===== src/rtl/y_alu_pipe_if.sv =====
// ---------------------------------------------------------------------------
// y_alu_pipe_if
// Handshake bundle between an operation producer and the y_alu_pipe ALU.
//
//   in_valid  : producer presents a, b, op
//   in_ready  : ALU can take a new operation (IDLE only)
//   a, b      : W-bit operands
//   op        : 3-bit operation code
//   out_valid : registered result is available and held
//   out_ready : consumer takes the result
//   z         : W-bit result
//   zero      : z == 0
//   ovf       : signed overflow (ADD/SUB only)
//   err       : operation not supported in this build
//
// Modports: master = producer/consumer side, slave = ALU side.
// ---------------------------------------------------------------------------
interface y_alu_pipe_if #(
    parameter int W = 32
);
    logic         in_valid;
    logic         in_ready;
    logic [W-1:0] a;
    logic [W-1:0] b;
    logic [2:0]   op;
    logic         out_valid;
    logic         out_ready;
    logic [W-1:0] z;
    logic         zero;
    logic         ovf;
    logic         err;

    modport master (
        output in_valid, a, b, op, out_ready,
        input  in_ready, out_valid, z, zero, ovf, err
    );

    modport slave (
        input  in_valid, a, b, op, out_ready,
        output in_ready, out_valid, z, zero, ovf, err
    );
endinterface


===== src/rtl/y_alu_pipe.sv =====
// ---------------------------------------------------------------------------
// y_alu_pipe
// Small handshaked ALU: AND, OR, ADD, SUB, SLT, SLL, SRL complete one cycle
// after acceptance; MUL (optional) is a W-step shift-add multiplier.
// One operation is in flight at a time (IDLE -> [BUSY ->] DONE -> IDLE).
//
// Ports:
//   clk     : clock, all state on the rising edge
//   resetn  : synchronous active-low reset
//   bus     : y_alu_pipe_if.slave (in_valid/in_ready/a/b/op in,
//             out_valid/out_ready/z/zero/ovf/err out)
//
// Build option:
//   Y_ALU_MUL_EN defined   : MUL implemented, err is always 0.
//   Y_ALU_MUL_EN undefined : no multiplier; op 011 completes in one cycle
//                            with z=0, zero=1, err=1.
// ---------------------------------------------------------------------------
module y_alu_pipe #(
    parameter int W  = 32,
    parameter int SW = $clog2(W)
) (
    input  logic        clk,
    input  logic        resetn,
    y_alu_pipe_if.slave bus
);
    typedef enum logic [1:0] {
        IDLE = 2'd0,
        BUSY = 2'd1,
        DONE = 2'd2
    } state_t;

    localparam logic [2:0] OP_AND = 3'b000;
    localparam logic [2:0] OP_OR  = 3'b001;
    localparam logic [2:0] OP_ADD = 3'b010;
    localparam logic [2:0] OP_MUL = 3'b011;
    localparam logic [2:0] OP_SLL = 3'b100;
    localparam logic [2:0] OP_SRL = 3'b101;
    localparam logic [2:0] OP_SUB = 3'b110;
    localparam logic [2:0] OP_SLT = 3'b111;

    // Overflow when both addends share a sign that the sum does not.
    function automatic logic add_ovf(input logic signed [W-1:0] x,
                                     input logic signed [W-1:0] y,
                                     input logic signed [W-1:0] s);
        return (x[W-1] == y[W-1]) && (s[W-1] != x[W-1]);
    endfunction

    // On a sign mismatch the difference may overflow, so the sign of x
    // alone decides; otherwise the sign of x - y is exact.
    function automatic logic slt_bit(input logic signed [W-1:0] x,
                                     input logic signed [W-1:0] y);
        logic signed [W-1:0] d;
        d = x - y;
        return (x[W-1] != y[W-1]) ? x[W-1] : d[W-1];
    endfunction

    state_t       state;
    logic         in_ready_r;
    logic         out_valid_r;
    logic [W-1:0] z_r;
    logic         zero_r;
    logic         ovf_r;
    logic         err_r;

    logic         accept;
    logic         is_mul;
    logic [W-1:0] b_eff;
    logic [W-1:0] sum;
    logic [W-1:0] res;
    logic         res_ovf;
    logic         res_err;

    assign accept = bus.in_valid & in_ready_r;

    // Single-cycle result, computed from the operands at the accept edge.
    always_comb begin
        b_eff   = (bus.op == OP_SUB) ? ~bus.b : bus.b;
        sum     = bus.a + b_eff + {{(W-1){1'b0}}, (bus.op == OP_SUB)};
        res     = '0;
        res_ovf = 1'b0;
        res_err = 1'b0;
        case (bus.op)
            OP_AND: res = bus.a & bus.b;
            OP_OR:  res = bus.a | bus.b;
            OP_ADD, OP_SUB: begin
                res     = sum;
                res_ovf = add_ovf(bus.a, b_eff, sum);
            end
            OP_SLT: res = {{(W-1){1'b0}}, slt_bit(bus.a, bus.b)};
            OP_SLL: res = bus.a << bus.b[SW-1:0];
            OP_SRL: res = bus.a >> bus.b[SW-1:0];
            default: begin
`ifndef Y_ALU_MUL_EN
                res_err = 1'b1;
`endif
            end
        endcase
    end

`ifdef Y_ALU_MUL_EN
    logic [W-1:0]  mul_a;
    logic [W-1:0]  mul_b;
    logic [W-1:0]  acc;
    logic [W-1:0]  acc_next;
    logic [SW-1:0] cnt;

    assign is_mul   = (bus.op == OP_MUL);
    assign acc_next = acc + (mul_b[0] ? mul_a : '0);

    // Multiplier datapath: a shifts left, b shifts right, one bit per cycle.
    always_ff @(posedge clk) begin
        if (state == IDLE && accept) begin
            mul_a <= bus.a;
            mul_b <= bus.b;
            acc   <= '0;
            cnt   <= '0;
        end else if (state == BUSY) begin
            mul_a <= mul_a << 1;
            mul_b <= mul_b >> 1;
            acc   <= acc_next;
            cnt   <= cnt + SW'(1);
        end
    end
`else
    assign is_mul = 1'b0;
`endif

    always_ff @(posedge clk) begin
        if (!resetn) begin
            state       <= IDLE;
            in_ready_r  <= 1'b1;
            out_valid_r <= 1'b0;
            z_r         <= '0;
            zero_r      <= 1'b1;
            ovf_r       <= 1'b0;
            err_r       <= 1'b0;
        end else begin
            case (state)
                IDLE: begin
                    if (accept) begin
                        in_ready_r <= 1'b0;
                        if (is_mul) begin
                            state <= BUSY;
                        end else begin
                            state       <= DONE;
                            out_valid_r <= 1'b1;
                            z_r         <= res;
                            zero_r      <= (res == '0);
                            ovf_r       <= res_ovf;
                            err_r       <= res_err;
                        end
                    end
                end
`ifdef Y_ALU_MUL_EN
                BUSY: begin
                    // Last of the W steps lands directly in the result.
                    if (cnt == SW'(W-1)) begin
                        state       <= DONE;
                        out_valid_r <= 1'b1;
                        z_r         <= acc_next;
                        zero_r      <= (acc_next == '0);
                        ovf_r       <= 1'b0;
                        err_r       <= 1'b0;
                    end
                end
`endif
                DONE: begin
                    if (bus.out_ready) begin
                        state       <= IDLE;
                        in_ready_r  <= 1'b1;
                        out_valid_r <= 1'b0;
                    end
                end
                default: begin
                    state       <= IDLE;
                    in_ready_r  <= 1'b1;
                    out_valid_r <= 1'b0;
                end
            endcase
        end
    end

    assign bus.in_ready  = in_ready_r;
    assign bus.out_valid = out_valid_r;
    assign bus.z         = z_r;
    assign bus.zero      = zero_r;
    assign bus.ovf       = ovf_r;
    assign bus.err       = err_r;
endmodule


===== src/flat_wrapper.sv =====
// flat-port wrapper written by rule: the top's interface ports become plain ports
module y_alu_pipe_flat 
#(
    parameter int W  = 32,
    parameter int SW = $clog2(W)
)
  (clk, resetn, bus_in_valid, bus_a, bus_b, bus_op, bus_out_ready, bus_in_ready, bus_out_valid, bus_z, bus_zero, bus_ovf, bus_err);
  y_alu_pipe_if #(.W(W)) bus_i ();
  input  logic clk;
  input  logic resetn;
  input wire logic [$bits(bus_i.in_valid)-1:0] bus_in_valid;
  input wire logic [$bits(bus_i.a)-1:0] bus_a;
  input wire logic [$bits(bus_i.b)-1:0] bus_b;
  input wire logic [$bits(bus_i.op)-1:0] bus_op;
  input wire logic [$bits(bus_i.out_ready)-1:0] bus_out_ready;
  output wire logic [$bits(bus_i.in_ready)-1:0] bus_in_ready;
  output wire logic [$bits(bus_i.out_valid)-1:0] bus_out_valid;
  output wire logic [$bits(bus_i.z)-1:0] bus_z;
  output wire logic [$bits(bus_i.zero)-1:0] bus_zero;
  output wire logic [$bits(bus_i.ovf)-1:0] bus_ovf;
  output wire logic [$bits(bus_i.err)-1:0] bus_err;
  assign bus_i.in_valid = bus_in_valid;
  assign bus_i.a = bus_a;
  assign bus_i.b = bus_b;
  assign bus_i.op = bus_op;
  assign bus_i.out_ready = bus_out_ready;
  assign bus_in_ready = bus_i.in_ready;
  assign bus_out_valid = bus_i.out_valid;
  assign bus_z = bus_i.z;
  assign bus_zero = bus_i.zero;
  assign bus_ovf = bus_i.ovf;
  assign bus_err = bus_i.err;
  y_alu_pipe #(.W(W), .SW(SW)) u_core (.clk(clk), .resetn(resetn), .bus(bus_i));
endmodule

===== config.mk =====
export PLATFORM = sky130hd
export DESIGN_NAME = y_alu_pipe_flat
export DESIGN_NICKNAME = d
export VERILOG_FILES = /design/src/rtl/y_alu_pipe_if.sv /design/src/rtl/y_alu_pipe.sv /design/src/flat_wrapper.sv
export SDC_FILE = /design/constraint.sdc
export NUM_CORES = 1
export LEC_CHECK = 0
export ABC_AREA = 1
export CORE_MARGIN = 5
export CORE_UTILIZATION = 54
export CTS_BUF_LIST = sky130_fd_sc_hd__clkbuf_4 sky130_fd_sc_hd__clkbuf_8
export DETAILED_ROUTE_END_ITERATION = 6
export GPL_TIMING_DRIVEN = 0
export PLACE_DENSITY = 0.8
export SYNTH_ARGS = -nofsm -noshare
export SYNTH_HDL_FRONTEND = slang
export SYNTH_SLANG_ARGS = --single-unit

===== constraint.sdc =====
create_clock -name clk -period 3.8 [get_ports clk]
set_clock_uncertainty 0.05 [all_clocks]
set_input_delay 0.76 -clock clk [delete_from_list [all_inputs] [get_ports clk]]
set_output_delay 0.76 -clock clk [all_outputs]
set_load 0.01 [all_outputs]

==> metrics.md, run 1 <==
| Metric | Value |
|---|---|
| Slew Viols, Final | `0` |
| Final hold violation count | `0` |
| Cells on worst reg2reg path | `14` |
| Pin count of the biggest net entering global routing | `17` |
| Worst slack, placed | `-1.62 ns` |
| Area Growth Syn to Fin | `19.9%` |
| Flop pwr share | `0.178` |
| Share of cells above drive strength 1 | `0.114` |
| GPL Wtd Cong | `1.14` |
| Synth cell types | `45` |
| Worst-Skew Late Latency | `0.31 ns` |
| Max rail drop VDD | `288 uV` |
| Vias in the first global route | `12400` |
| Slew HR | `0.391` |
| Clk buf depth | `2` |
| Initial antenna violation count | `1` |
| Minimum clock period | `3.89 ns` |
| Hold endpoint | `u_core.bus.z[8]` |
| Yosys reg bits | `37` |
| Setup violations, final | `1` |
| Reg2Reg Capture Point | `u_core.bus.zero` |
| Comb pwr share | `0.708` |
| Clock Power Share | `0.114` |
| Failing checks | `DRC, setup timing` |
| YS warnings | `0` |
| Num Clock Sinks | `37` |
| NetSw | `1.40 mW` |
| Hold Crit Class | `reg -> reg` |
| Worst r2r src | `u_core.bus.in_ready` |
| IO Count | `108` |
| Final #Nets | `2047` |
| Number of H-tree levels | `2` |
| Num CTS Buffers | `5` |
| Core area | `17300 um2` |
| Net Count, Synth | `1918` |
| Worst Setup SP | `bus_b[0]` |
| CP endpoint kind | `flop` |
| Critical path launch point type | `input pin` |
| Worst Hold Depth | `2` |
| Lkg Pwr | `5.74 nW` |
| Final Worst Setup Slack | `-0.0865 ns` |
| Final HPWL DP | `39.2 mm` |
| Via density | `6.64` |
| Net Sw Frac | `0.549` |
| Syn Inst Count | `1713` |
| Crit path required time | `4.01 ns` |
| CP Class | `in -> reg` |
| Sequential share of the synthesized area | `0.0777` |
| Final period util | `1.02` |
| Status | `complete, but fails checks` |
| Die width | `143 um` |
| CP Data Arrival Time | `4.09 ns` |
| Pwr Total | `2.55 mW` |
| Initial Util | `0.551` |
| R2r setup slk | `1.07 ns` |
| Worst-Margin Slew | `0.914 ns` |
| Die Y-Extent | `143 um` |
| Total GRT Usage | `0.473` |
| 1st-iter DRT viols | `2373` |
| Drt first pass iters | `7` |
| CTS root buf | `clkbuf_8` |
| Post-DRT Antenna Nets | `0` |
| Pwr Density | `224 nW/um2` |
| # rows | `48` |
| Synthesized cell area | `9530 um2` |
| Max Clk Rate | `257 MHz` |
| TritonCTS clock tree | `yes` |
| Die ar. | `20400 um2` |
| Maxcap violations | `0` |
| Syn_area_per_cell | `5.56 um2` |
| IO buf count | `107` |
| CP max FO | `10` |
| Vias | `13700` |
| HP Start | `u_core.bus.z[8]` |
| Gr ovfl total | `0` |
| First-pass GRT wire length | `73.1 mm` |
| Total detailed-routing wirelength | `52.1 mm` |
| Wirelength per Cell | `25.2 um` |
| DRC viols | `10` |
| Int Power | `1.15 mW` |
| Reg clk slew, reported paths | `0.08 ns` |
-- area by class of cell --
cell class	instances	area, um2
Multi-Input combinational cell	1401	8080
Clock inverter	2	10.0
Inverter	203	790
Fill cell	1598	5870
Tap cell	225	282
Clock buffer	6	76.3
Sequential cell	37	741
Buffer	67	384
Timing Repair Buffer	127	1060
Antenna cell	1	2.50
-- power by group through the flow --
stage / registers (mW) / logic, mW / clock network, mW
6_report: 0.455 / 1.81 / 0.291
5_1_grt: 0.458 / 1.91 / 0.304
4_1_cts: 0.453 / 1.64 / 0.284
3_5_place_dp: 0.461 / 1.58 / 0
3_3_place_gp: 0.459 / 1.55 / 0
2_1_floorplan: 0.478 / 0.951 / 0
-- state kept, by name, indices dropped and copies added (netlist names) --
signal               cells
u_core.bus.err           1
u_core.bus.z            32
u_core.state             1
u_core.bus.in_ready      1
u_core.bus.ovf           1
u_core.bus.zero          1
-- cell usage after synthesis (all sizes together) --
library cell / number / share of area
nand2: 400 / 0.16
nand3: 380 / 0.20
inv: 203 / 0.080
nor2: 189 / 0.077
ha: 132 / 0.17
o21ai: 82 / 0.043
a21oi: 63 / 0.033
buf: 44 / 0.025
dfxtp: 37 / 0.078
xor2: 30 / 0.028
clkbuf: 28 / 0.011
o211ai: 24 / 0.019
nor3: 17 / 0.0089
and2: 13 / 0.0085
nand4: 13 / 0.0085
nand3b: 12 / 0.0095
a31oi: 7 / 0.0046
a211oi: 6 / 0.0047
or2: 6 / 0.0039
o21bai: 4 / 0.0032
nor4: 3 / 0.0020
o21a: 3 / 0.0024
a21boi: 2 / 0.0016
and3: 2 / 0.0013
fa: 2 / 0.0042
nor3b: 2 / 0.0021
o2111ai: 2 / 0.0018
xnor2: 2 / 0.0018
a221o: 1 / 0.0011
a221oi: 1 / 0.00092
mux2i: 1 / 0.0011
o211a: 1 / 0.0011
o31ai: 1 / 0.00079
-- worst max path at each step --
stage,to
floorplan,u_core.bus.zero
global placement,u_core.bus.zero
detailed placement,u_core.bus.zero
CTS,u_core.bus.zero
global route,u_core.bus.zero
finish,u_core.bus.zero
-- repair_timing --
item / 4_1_cts / 5_1_grt
setup endpoints to repair: 31 / 20
gates resized for setup: 221 / 110
buffers inserted: 9 / 11
hold buffers: 0 / 0
pin swaps: 18 / 23
-- cell usage in the layout (no fill, tap or decap), types with 10 or more instances in the layout --
master / count
dlygate4sd2_1: 16
and2_1: 13
nor3_1: 14
o21ai_1: 18
o21ai_0: 61
nand3b_1: 12
o211ai_1: 24
dfxtp_1: 37
ha_4: 15
xor2_1: 29
clkdlybuf4s50_1: 46
clkbuf_1: 28
nor2_1: 170
inv_1: 164
nand4_1: 13
inv_2: 34
buf_4: 27
buf_2: 31
nor2_2: 16
nand3_1: 375
nand2_1: 392
buf_1: 10
ha_1: 113
a21oi_1: 61
clkbuf_2: 11
-- cell families after synthesis --
group,Yosys count,synth area share
multiplexers,1,0.00105
AO/OA/AOI/OAI,197,0.117
adder cells (fa/ha/maj),134,0.177
flip-flops,37,0.0777
AND/OR/NAND/NOR,1037,0.481
XOR/XNOR,32,0.0294
buffers and inverters,275,0.116
-- worst max-delay path, stage by stage --
cell,delay (ns)
dlygate4sd2_1,0.27
buf_6,0.17
clkbuf_4,0.22
o21ai_1,0.45
fa_2,0.40
nand2_1,0.09
nand2_1,0.10
nand3_1,0.12
nand2_1,0.10
nand2_1,0.06
nand3_1,0.13
nand3b_1,0.16
nor2_2,0.28
nand3_1,0.17
nor2_1,0.12
nand3_1,0.12
nor2_1,0.16
nand3_1,0.12
nand2_1,0.07
-- through the flow --
stage                     TNS (ns)  std cells  hold slack, ns  utilization  cell area (um2)
after global placement      -17.43       2045           0.403        0.629            10900
after global routing        -0.155       2068           0.478        0.661            11400
after detailed placement    -19.88       2045           0.407        0.629            10900
after floorplan                  0       1713           0.440            -             9530
final                      -0.0865       2069           0.453        0.661            11400
after CTS                        0       2059           0.419        0.654            11300
-- routing by layer --
| metal | up-vias | global-route usage | share of wire | wire (um) |
|---|---|---|---|---|
| met5 | - | 0 | 0.00038 | 20 |
| li1 | 5932 | - | - | - |
| met1 | 6072 | 0.581 | 0.34 | 17800 |
| met2 | 1310 | 0.747 | 0.42 | 21700 |
| met3 | 412 | 0.115 | 0.15 | 7590 |
| met4 | 2 | 0.287 | 0.097 | 5040 |
No activity file was read; power rests on OpenSTA's default activity.
==> run 2: changes to the inputs <==
--- a/config.mk
+++ b/config.mk
@@ -7,11 +7,12 @@
 export LEC_CHECK = 0
 export ABC_AREA = 1
 export CORE_MARGIN = 5
-export CORE_UTILIZATION = 54
+export CORE_UTILIZATION = 55
 export CTS_BUF_LIST = sky130_fd_sc_hd__clkbuf_4 sky130_fd_sc_hd__clkbuf_8
+export CTS_CLUSTER_SIZE = 12
 export DETAILED_ROUTE_END_ITERATION = 6
 export GPL_TIMING_DRIVEN = 0
-export PLACE_DENSITY = 0.8
+export PLACE_DENSITY = 0.78
 export SYNTH_ARGS = -nofsm -noshare
 export SYNTH_HDL_FRONTEND = slang
 export SYNTH_SLANG_ARGS = --single-unit
==> constraint.sdc (replaced) <==
create_clock -name clk -period 4.82 [get_ports clk]
set_clock_uncertainty 0.05 [all_clocks]
set_input_delay 0.964 -clock clk [delete_from_list [all_inputs] [get_ports clk]]
set_output_delay 0.964 -clock clk [all_outputs]
set_load 0.01 [all_outputs]
==> metrics.md, run 2 (synthesis results as in run 1) <==
| Metric | Value |
|---|---|
| Design area | `11100 um2 (was 11400 um2)` |
| Fin util | `0.647 (was 0.661)` |
| First-pass GRT wire length | `70.4 mm (was 73.1 mm)` |
| Crit path required time | `5.02 ns (was 4.01 ns)` |
| TritonCTS clock tree | `yes (unchanged)` |
| CTS root buf | `clkbuf_8 (unchanged)` |
| CTS Hold Bufs | `0 (unchanged)` |
| Initial Util | `0.555 (was 0.551)` |
| Clk buf depth | `2 (unchanged)` |
| Max reg flops | `32 (unchanged)` |
| Critical path launch point type | `input pin (unchanged)` |
| NetSw | `1.04 mW (was 1.40 mW)` |
| Max rail drop VDD | `254 uV (was 288 uV)` |
| Die Y-Extent | `142 um (was 143 um)` |
| Commonest cells after routing, fill and taps aside | `nand2_1 (394), nand3_1 (378), inv_1 (190) (was nand2_1 (392), nand3_1 (375), nor2_1 (170))` |
| Initial antenna violation count | `0 (was 1)` |
| Vias in the first global route | `12300 (was 12400)` |
| Via density | `6.42 (was 6.64)` |
| Setup violations, final | `0 (was 1)` |
| Gr ovfl total | `0 (unchanged)` |
| CP Class | `in -> reg (unchanged)` |
| CP endpoint kind | `flop (unchanged)` |
| Drt first pass iters | `7 (unchanged)` |
| GPL Wtd Cong | `1.14 (about the same)` |
| Max Clk Rate | `213 MHz` |
| Most common cell after layout, fill and taps aside | `nand2_1 (unchanged)` |
| Post-DRT Antenna Nets | `0 (unchanged)` |
| Wirelength per Cell | `23.0 um (was 25.2 um)` |
| Share of cells above drive strength 1 | `0.0433 (was 0.114)` |
| Slew Viols, Final | `0 (unchanged)` |
| Maxcap violations | `0 (unchanged)` |
| Total detailed-routing wirelength | `47.2 mm (was 52.1 mm)` |
| Clock Power Share | `0.167 (was 0.114)` |
| Vias | `13200 (was 13700)` |
| 1st-iter DRT viols | `2106 (was 2373)` |
| Final hold violation count | `0 (unchanged)` |
| Minimum clock period | `4.70 ns` |
| Worst slack, placed | `-0.757 ns (was -1.62 ns)` |
| Worst-Skew Late Latency | `0.30 ns (was 0.31 ns)` |
| CP max FO | `6 (was 10)` |
| Flop pwr share | `0.177 (was 0.178)` |
| Final period util | `0.976` |
| Reg clk slew, reported paths | `0.08 ns (about the same)` |
| Pin count of the biggest net entering global routing | `18 (was 17)` |
| DP Area | `10900 um2 (unchanged)` |
| Hold Crit Class | `reg -> reg (unchanged)` |
| Total GRT Usage | `0.454 (was 0.473)` |
| Pwr Density | `182 nW/um2 (was 224 nW/um2)` |
| Num Clock Sinks | `37 (unchanged)` |
| Int Power | `0.983 mW (was 1.15 mW)` |
| IO buf count | `107 (unchanged)` |
| Core area | `17200 um2 (was 17300 um2)` |
| Slew HR | `0.394 (was 0.391)` |
| Antenna diodes | `0 (was 1)` |
| Status | `finished clean (was complete, but fails checks)` |
| Die width | `142 um (was 143 um)` |
| Final #Nets | `2029 (was 2047)` |
| Area Growth Syn to Fin | `16.6% (was 19.9%)` |
| DRC viols | `0 (was 10)` |
| Final HPWL DP | `38.5 mm (was 39.2 mm)` |
| Register Area | `741 um2 (unchanged)` |
| Fill count | `1700 (was 1598)` |
| Footprint of the multi-input gates | `7740 um2 (was 8080 um2)` |
| CP Data Arrival Time | `4.91 ns (was 4.09 ns)` |
| Comb pwr share | `0.656 (was 0.708)` |
| # rows | `48 (unchanged)` |
| Number of H-tree levels | `2 (unchanged)` |
| Die ar. | `20100 um2 (was 20400 um2)` |
| Lkg Pwr | `5.67 nW (was 5.74 nW)` |
| Num CTS Buffers | `5 (unchanged)` |
| IO Count | `108 (unchanged)` |
| Hold slack | `0.432 ns (was 0.453 ns)` |
| Worst-Margin Slew | `0.909 ns (was 0.914 ns)` |
| Final Worst Setup Slack | `0.115 ns (was -0.0865 ns)` |
| Net Sw Frac | `0.513 (was 0.549)` |
run 2: changes by cell type in the layout (fill, tap and decap cells not counted), moves of 11 or more:
| cell | previous run | this run |
|---|---|---|
| inv_2 | 34 | 9 |
| dlygate4sd2_1 | 16 | 0 |
| ha_4 | 15 | 0 |
| clkdlybuf4s50_1 | 46 | 98 |
| buf_4 | 27 | 4 |
| nor2_1 | 170 | 181 |
| ha_1 | 113 | 132 |
| buf_2 | 31 | 17 |
| inv_1 | 164 | 190 |
run 2: layout make-up:
type,count,share of cell area
Multi-Input combinational cell,1401,0.697
Timing Repair Buffer,108,0.0991
Inverter,203,0.0697
Sequential cell,37,0.0667
Buffer,68,0.0305
Tap cell,225,0.0253
Clock buffer,5,0.00619
Clock inverter,3,0.00586
run 2: repair_timing:
item	in CTS	in global routing
pin swaps	1	4
setup buffers	0	1
gates resized for setup	7	28
hold endpoints to repair	0	0
endpoints found under the setup margin	2	1
run 2: power groups by stage:
| stage | sequential, mW | combinational, mW | clock, mW |
|---|---|---|---|
| floorplan | 0.377 | 0.750 | 0 |
| global placement | 0.362 | 1.22 | 0 |
| detailed placement | 0.363 | 1.24 | 0 |
| CTS | 0.357 | 1.25 | 0.335 |
| global route | 0.360 | 1.41 | 0.349 |
| finish | 0.358 | 1.32 | 0.338 |
run 2: final timing paths:
| check | from | endpoint | slack (ns) | cells after the start |
|---|---|---|---|---|
| worst max-delay path | bus_a[13] | u_core.bus.zero | 0.12 | 22 |
| worst max register to register | u_core.state[1] | u_core.bus.zero | 2.21 | 15 |
| worst min-delay path | u_core.bus.ovf | u_core.bus.ovf | 0.43 | 2 |
| worst min register to register | u_core.bus.ovf | u_core.bus.ovf | 0.43 | 2 |
run 2: through the flow:
stage | TNS [ns] | cells | power [mW]
after floorplan | 0 | 1713 | 1.13
after global placement | -1.23 | 2045 | 1.58
after detailed placement | -1.11 | 2045 | 1.60
after CTS | 0 | 2050 | 1.94
after global routing | -0.0307 | 2050 | 2.12
final | 0 | 2050 | 2.02
run 2: worst max-delay path, cell delays in order:
cell and delay, ns:
clkdlybuf4s50_1 0.74, inv_1 0.21, ha_1 0.32, or2_2 0.29
nor2_1 0.10, nand2_1 0.07, o21ai_2 0.23, a31oi_4 0.14
fa_2 0.45, nand2_1 0.08, nor3_1 0.05, a21oi_1 0.12
nand2_1 0.06, nor3_1 0.14, nand2_1 0.17, nor2_2 0.17
nand3_1 0.11, nor2_2 0.16, nand3_1 0.09, nor2_1 0.10
nand3_1 0.08, nand2_1 0.06
run 2: routing by layer:
| metal | up-vias | wire length [um] | share of wire | GRT usage |
|---|---|---|---|---|
| met5 | - | 0 | 0 | 0 |
| met4 | 0 | 4380 | 0.093 | 0.313 |
| met3 | 313 | 7270 | 0.15 | 0.152 |
| met2 | 1098 | 19000 | 0.40 | 0.679 |
| met1 | 5853 | 16500 | 0.35 | 0.548 |
| li1 | 5896 | - | - | - |
==> variant 1, RTL diff (flow settings as in run 1) <==
`W` is set to 32 in 3 places; all go to 16.
--- a/src/rtl/y_alu_pipe_if.sv
+++ b/src/rtl/y_alu_pipe_if.sv
@@ -16,7 +16,7 @@
 // Modports: master = producer/consumer side, slave = ALU side.
 // ---------------------------------------------------------------------------
 interface y_alu_pipe_if #(
-    parameter int W = 32
+    parameter int W = 16
 );
     logic         in_valid;
     logic         in_ready;
--- a/src/rtl/y_alu_pipe.sv
+++ b/src/rtl/y_alu_pipe.sv
@@ -16,7 +16,7 @@
 //                            with z=0, zero=1, err=1.
 // ---------------------------------------------------------------------------
 module y_alu_pipe #(
-    parameter int W  = 32,
+    parameter int W  = 16,
     parameter int SW = $clog2(W)
 ) (
     input  logic        clk,
--- a/src/flat_wrapper.sv
+++ b/src/flat_wrapper.sv
@@ -1,7 +1,7 @@
 // flat-port wrapper written by rule: the top's interface ports become plain ports
 module y_alu_pipe_flat 
 #(
-    parameter int W  = 32,
+    parameter int W  = 16,
     parameter int SW = $clog2(W)
 )
   (clk, resetn, bus_in_valid, bus_a, bus_b, bus_op, bus_out_ready, bus_in_ready, bus_out_valid, bus_z, bus_zero, bus_ovf, bus_err);
Interface: changed (resized bus_a, bus_b and bus_z); port bits go from 108 to 60. No check against the original RTL was run, so the function may have changed too.
==> variant 1 against run 1 <==
Count of clock-buffer cells in the layout fell by 3. Worst setup slack improved by 0.24 ns. Global-route usage fell by 14 points. Design area fell by 53%. Register-to-register slack improved by 0.65 ns. Sequential power fell by 44%. First-iteration DRC count fell by 80%. Total power fell by 56%. Routed wire length fell by 67%. Sequential cell count fell by 16. Die area fell by 50%. Synthesized area fell by 53%.
==> variant 1: results (changes against run 1) <==
Critical path
  • Crit Path Max Fanout: 3 (-7)
  • CP max stage delay: 0.49 ns (+0.04 ns)
  • CP top delay family: buffers and inverters
  • R2r startpoint: u_core.bus.in_ready$_SDFFE_PN1P_
  • Setup slack, reg-to-reg: 1.72 ns (+0.65 ns)
  • End point of the critical path: u_core.bus.z[0]$_SDFFE_PN0P_
  • Crit Reg-Reg Endpoint: u_core.bus.zero$_SDFFE_PN1P_
  • Worst path slowest cell: clkdlybuf4s50_1
  • Critical path arrival: 3.80 ns (-0.29 ns)
  • Crit path launch: bus_b[5]

Pwr
  • Switching power: 544 µW (-61%)
  • Comb group: 722 µW (-60%)
  • Sw frac: 0.483 (-0.0658)
  • PwrDens: 211 mW/mm² (-5.7%)
  • Clk pwr: 149 µW (-49%)
  • Worst vdd ir: 0.143 mV (-50%)
  • Static Leak: 2.93 nW (-49%)

Hold path
  • Hold Path End: u_core.bus.ovf$_SDFFE_PN0P_
  • Hold Startpoint: u_core.bus.ovf$_SDFFE_PN0P_
  • Hold depth: 2 (unchanged)

Synth
  • Seq/Total Area, Yosys: 0.0943 (+0.0166)
  • Largest cells by area after synthesis: nand2_1 19%, ha_1 18%, nand3_1 14%
  • Synth unique cells: 40 (-11%)
  • Adder-Cell Fraction of Synth Area: 0.191 (+0.0139)
  • Compound-Gate Fraction of Synth Area: 0.102 (-0.0152)
  • Post-Syn Nets: 897 (-53%)
  • Synth warn: 0 (unchanged)
  • Post-synthesis mux area share: 0 (-0.00105)
  • Post-Synth XOR/XNOR Area: 0.0314 (+0.00203)
  • Commonest cells in the netlist: 226 x nand2_1, 123 x nand3_1, 102 x inv_1
  • Cells after synthesis: 791 (-54%)

Placement
  • Gpl congestion: 1.04 (-8.8%)
  • Inst Count DP: 953 (-53%)
  • Placed cell areas: 0.00516 mm² (-53%)
  • DP HPWL: 13.5 mm (-66%)
  • Dpl ws: -1.20 ns (+0.424 ns)
  • PortBufs: 57 (-47%)

Timing
  • Slew HR: 0.548 (+0.157)
  • Crit path time final: 3.65 ns (-0.238 ns)
  • WHS: 0.421 ns (-0.0322 ns)

Global routing
  • Total track usage: 0.330 (-0.143)
  • Initial antenna violation count: 0 (-1)
  • Pin count of the biggest net entering global routing: 13 (-4)
  • First-pass GRT wire length: 26.3 mm (-64%)
  • Vias in the first global route: 5358 (-57%)

Layout
  • Share of layout cells above drive strength 1: 0.0875 (-0.0270)
  • Ant diodes: 0 (-1)
  • Filler cell count: 748 (-53%)
  • Nets: 964 (-53%)
  • Max FFs per register: 16 (-50%)

Routing
  • DRT iter0 DRCs: 486 (-80%)
  • Vias: 5586 (-59%)
  • DRT Pass-1 Iters: 6 (-1)
  • Avg WL per Cell: 17.7 µm (-30%)
  • DR vias/cell: 5.81 (-12%)

CTS
  • Htree depth: 1 (-1)
  • Num CTS Buffers: 3 (-2)
  • Clk Latency, worst-skew pair: 0.27 ns (-0.04 ns)
  • Root buffer cell: clkbuf_8

Status
  • Status: finished clean
==> variant 1: cell count changes in the layout (fill, tap and decap cells not counted), moves of 21 or more <==
cell	before	now
ha_1	113	60
buf_2	31	7
a21oi_1	61	29
inv_2	34	13
nand3_1	375	123
o21ai_0	61	14
nor2_1	170	83
nand2_1	392	224
inv_1	164	96
==> variant 1: layer usage <==
metal / GRT usage / wire [µm] / up-vias
met4: 0.155 / 931 / 0
met5: 0 / 0 / -
met1: 0.411 / 6770 / 2531
li1: - / - / 2672
met2: 0.549 / 7760 / 307
met3: 0.0567 / 1570 / 76
==> variant 1: timing repair <==
action	4_1_cts	5_1_grt
gates resized for setup	36	35
buffers inserted	7	0
endpoints found under the hold margin	0	0
pin swaps	8	11
endpoints found under the setup margin	2	3
==> variant 1: final cells by class <==
class	count	area share
plain buffers	24	0.0267
clock inverters	1	0.000937
well taps	105	0.0246
clock buffers	3	0.00773
multi-input cells	633	0.671
repair buffers	64	0.111
flip-flops and latches	21	0.0787
inverters	111	0.0789
==> variant 2, RTL diff (flow settings as in run 1) <==
Made on the original files. Re-encode `state_t` (3 states) as one-hot, 3 bits wide.
--- a/src/rtl/y_alu_pipe.sv
+++ b/src/rtl/y_alu_pipe.sv
@@ -23,10 +23,10 @@
     input  logic        resetn,
     y_alu_pipe_if.slave bus
 );
-    typedef enum logic [1:0] {
-        IDLE = 2'd0,
-        BUSY = 2'd1,
-        DONE = 2'd2
+    typedef enum logic [2:0] {
+        IDLE = 3'b001,
+        BUSY = 3'b010,
+        DONE = 3'b100
     } state_t;
 
     localparam logic [2:0] OP_AND = 3'b000;
Behaviour: same outputs for any inputs over 10 cycles, from zero or initial values and one cycle with resetn low; not proved beyond that.
==> variant 2 against run 1 <==
Global-route usage down 2.6 points. Synthesized area up 6.9%. Worst setup slack better by 0.063 ns. Die area up 6.4%. Clock power down 3%. Critical path type unchanged. Sequential power down 2%. Synthesized cell count up 2.7%. Design area up 7.4%. The run ends with setup timing left. Largest cell class unchanged. Routed wire length down 0.54%. Sequential cell count unchanged. First-iteration DRC count down 18%. Total power up 1.3%. Core utilization down 0.24 points.
==> variant 2: results (changes against run 1) <==
Global routing
  • Pin count of the biggest net entering global routing: 14 (-3)
  • Total track usage: 0.447 (-0.0258)
  • Routing usage on met2: 0.686 (-0.0604)
  • Vias in the first global route: 12.9k (+3.8%)

Hold path
  • Hold Startpoint: u_core.bus.ovf$_SDFFE_PN0P_
  • Hold Path End: u_core.bus.ovf$_SDFFE_PN0P_

Placement
  • Placed cell areas: 0.0116 mm² (+6.1%)
  • Gpl congestion: 1.12 (-2.4%)
  • Dpl ws: -1.56 ns (+0.0622 ns)

Routing
  • Vias: 13.7k (+0.10%)
  • DRT met1 WL: 18.1 mm (+1.9%)
  • DRT Pass-1 Iters: 6 (-1)
  • Final WL: 51.8 mm (-0.54%)
  • DRT iter0 DRCs: 1945 (-18%)
  • Met3 wire len: 6.92 mm (-8.9%)

Pwr
  • Switching power: 1.40 mW (+0.18%)
  • Clk pwr: 283 µW (-3%)
  • PwrDens: 211 mW/mm² (-5.7%)

Synth
  • Cells after synthesis: 1760 (+2.7%)
  • Commonest cells in the netlist: 406 x nand2_1, 373 x nand3_1, 222 x inv_1
  • Synth unique cells: 48 (+6.7%)
  • Largest cells by area after synthesis: nand3_1 18%, ha_1 16%, nand2_1 15%
  • Compound-Gate Fraction of Synth Area: 0.0957 (-0.0214)
  • Post-Synth XOR/XNOR Area: 0.0275 (-0.00190)

Timing
  • Final setup vio count: 1 (unchanged)
  • Worst Tran Pin Value: 0.868 ns (-0.0458 ns)
  • Fin Setup TNS: -0.0240 ns (+0.0625 ns)
  • WHS: 0.433 ns (-0.0202 ns)
  • Worst setup margin: -0.0240 ns (+0.0625 ns)

Critical path
  • Reg2Reg Depth: 7 (-7)
  • Setup slack, reg-to-reg: 1.29 ns (+0.22 ns)
  • Crit path launch: bus_b[21]
  • Worst path slowest cell: fa_2

Layout
  • Filler cell count: 1721 (+7.7%)

Status
  • Status: finished, violations left
  • Failing checks: setup timing
-- variant 2: timing repair --
| action | CTS | global route |
|---|---|---|
| setup buffers | 15 | 19 |
| gates resized for setup | 240 | 143 |
| pin swaps | 24 | 29 |
| gates cloned | 1 | 0 |
| endpoints found under the setup margin | 33 | 3 |
| endpoints found under the hold margin | 0 | 0 |
-- variant 2: cells by family (layout without fill, tap and decap cells) --
logic type	after synthesis	count (layout)
buf+inv	308	455
simple gates	1082	1082
compound gates	167	167
xor+xnor	32	32
fa+ha+maj	134	134
flops	37	37
-- variant 2: layout make-up --
| cell class | instances | area, µm² | share of cell area |
|---|---|---|---|
| inverters | 233 | 920 | 0.0749 |
| repair buffers | 142 | 1240 | 0.101 |
| well taps | 234 | 293 | 0.0239 |
| multi-input cells | 1415 | 8470 | 0.690 |
| clock buffers | 5 | 68.8 | 0.00561 |
| plain buffers | 72 | 518 | 0.0422 |
| flip-flops and latches | 37 | 741 | 0.0603 |
| clock inverters | 3 | 17.5 | 0.00143 |
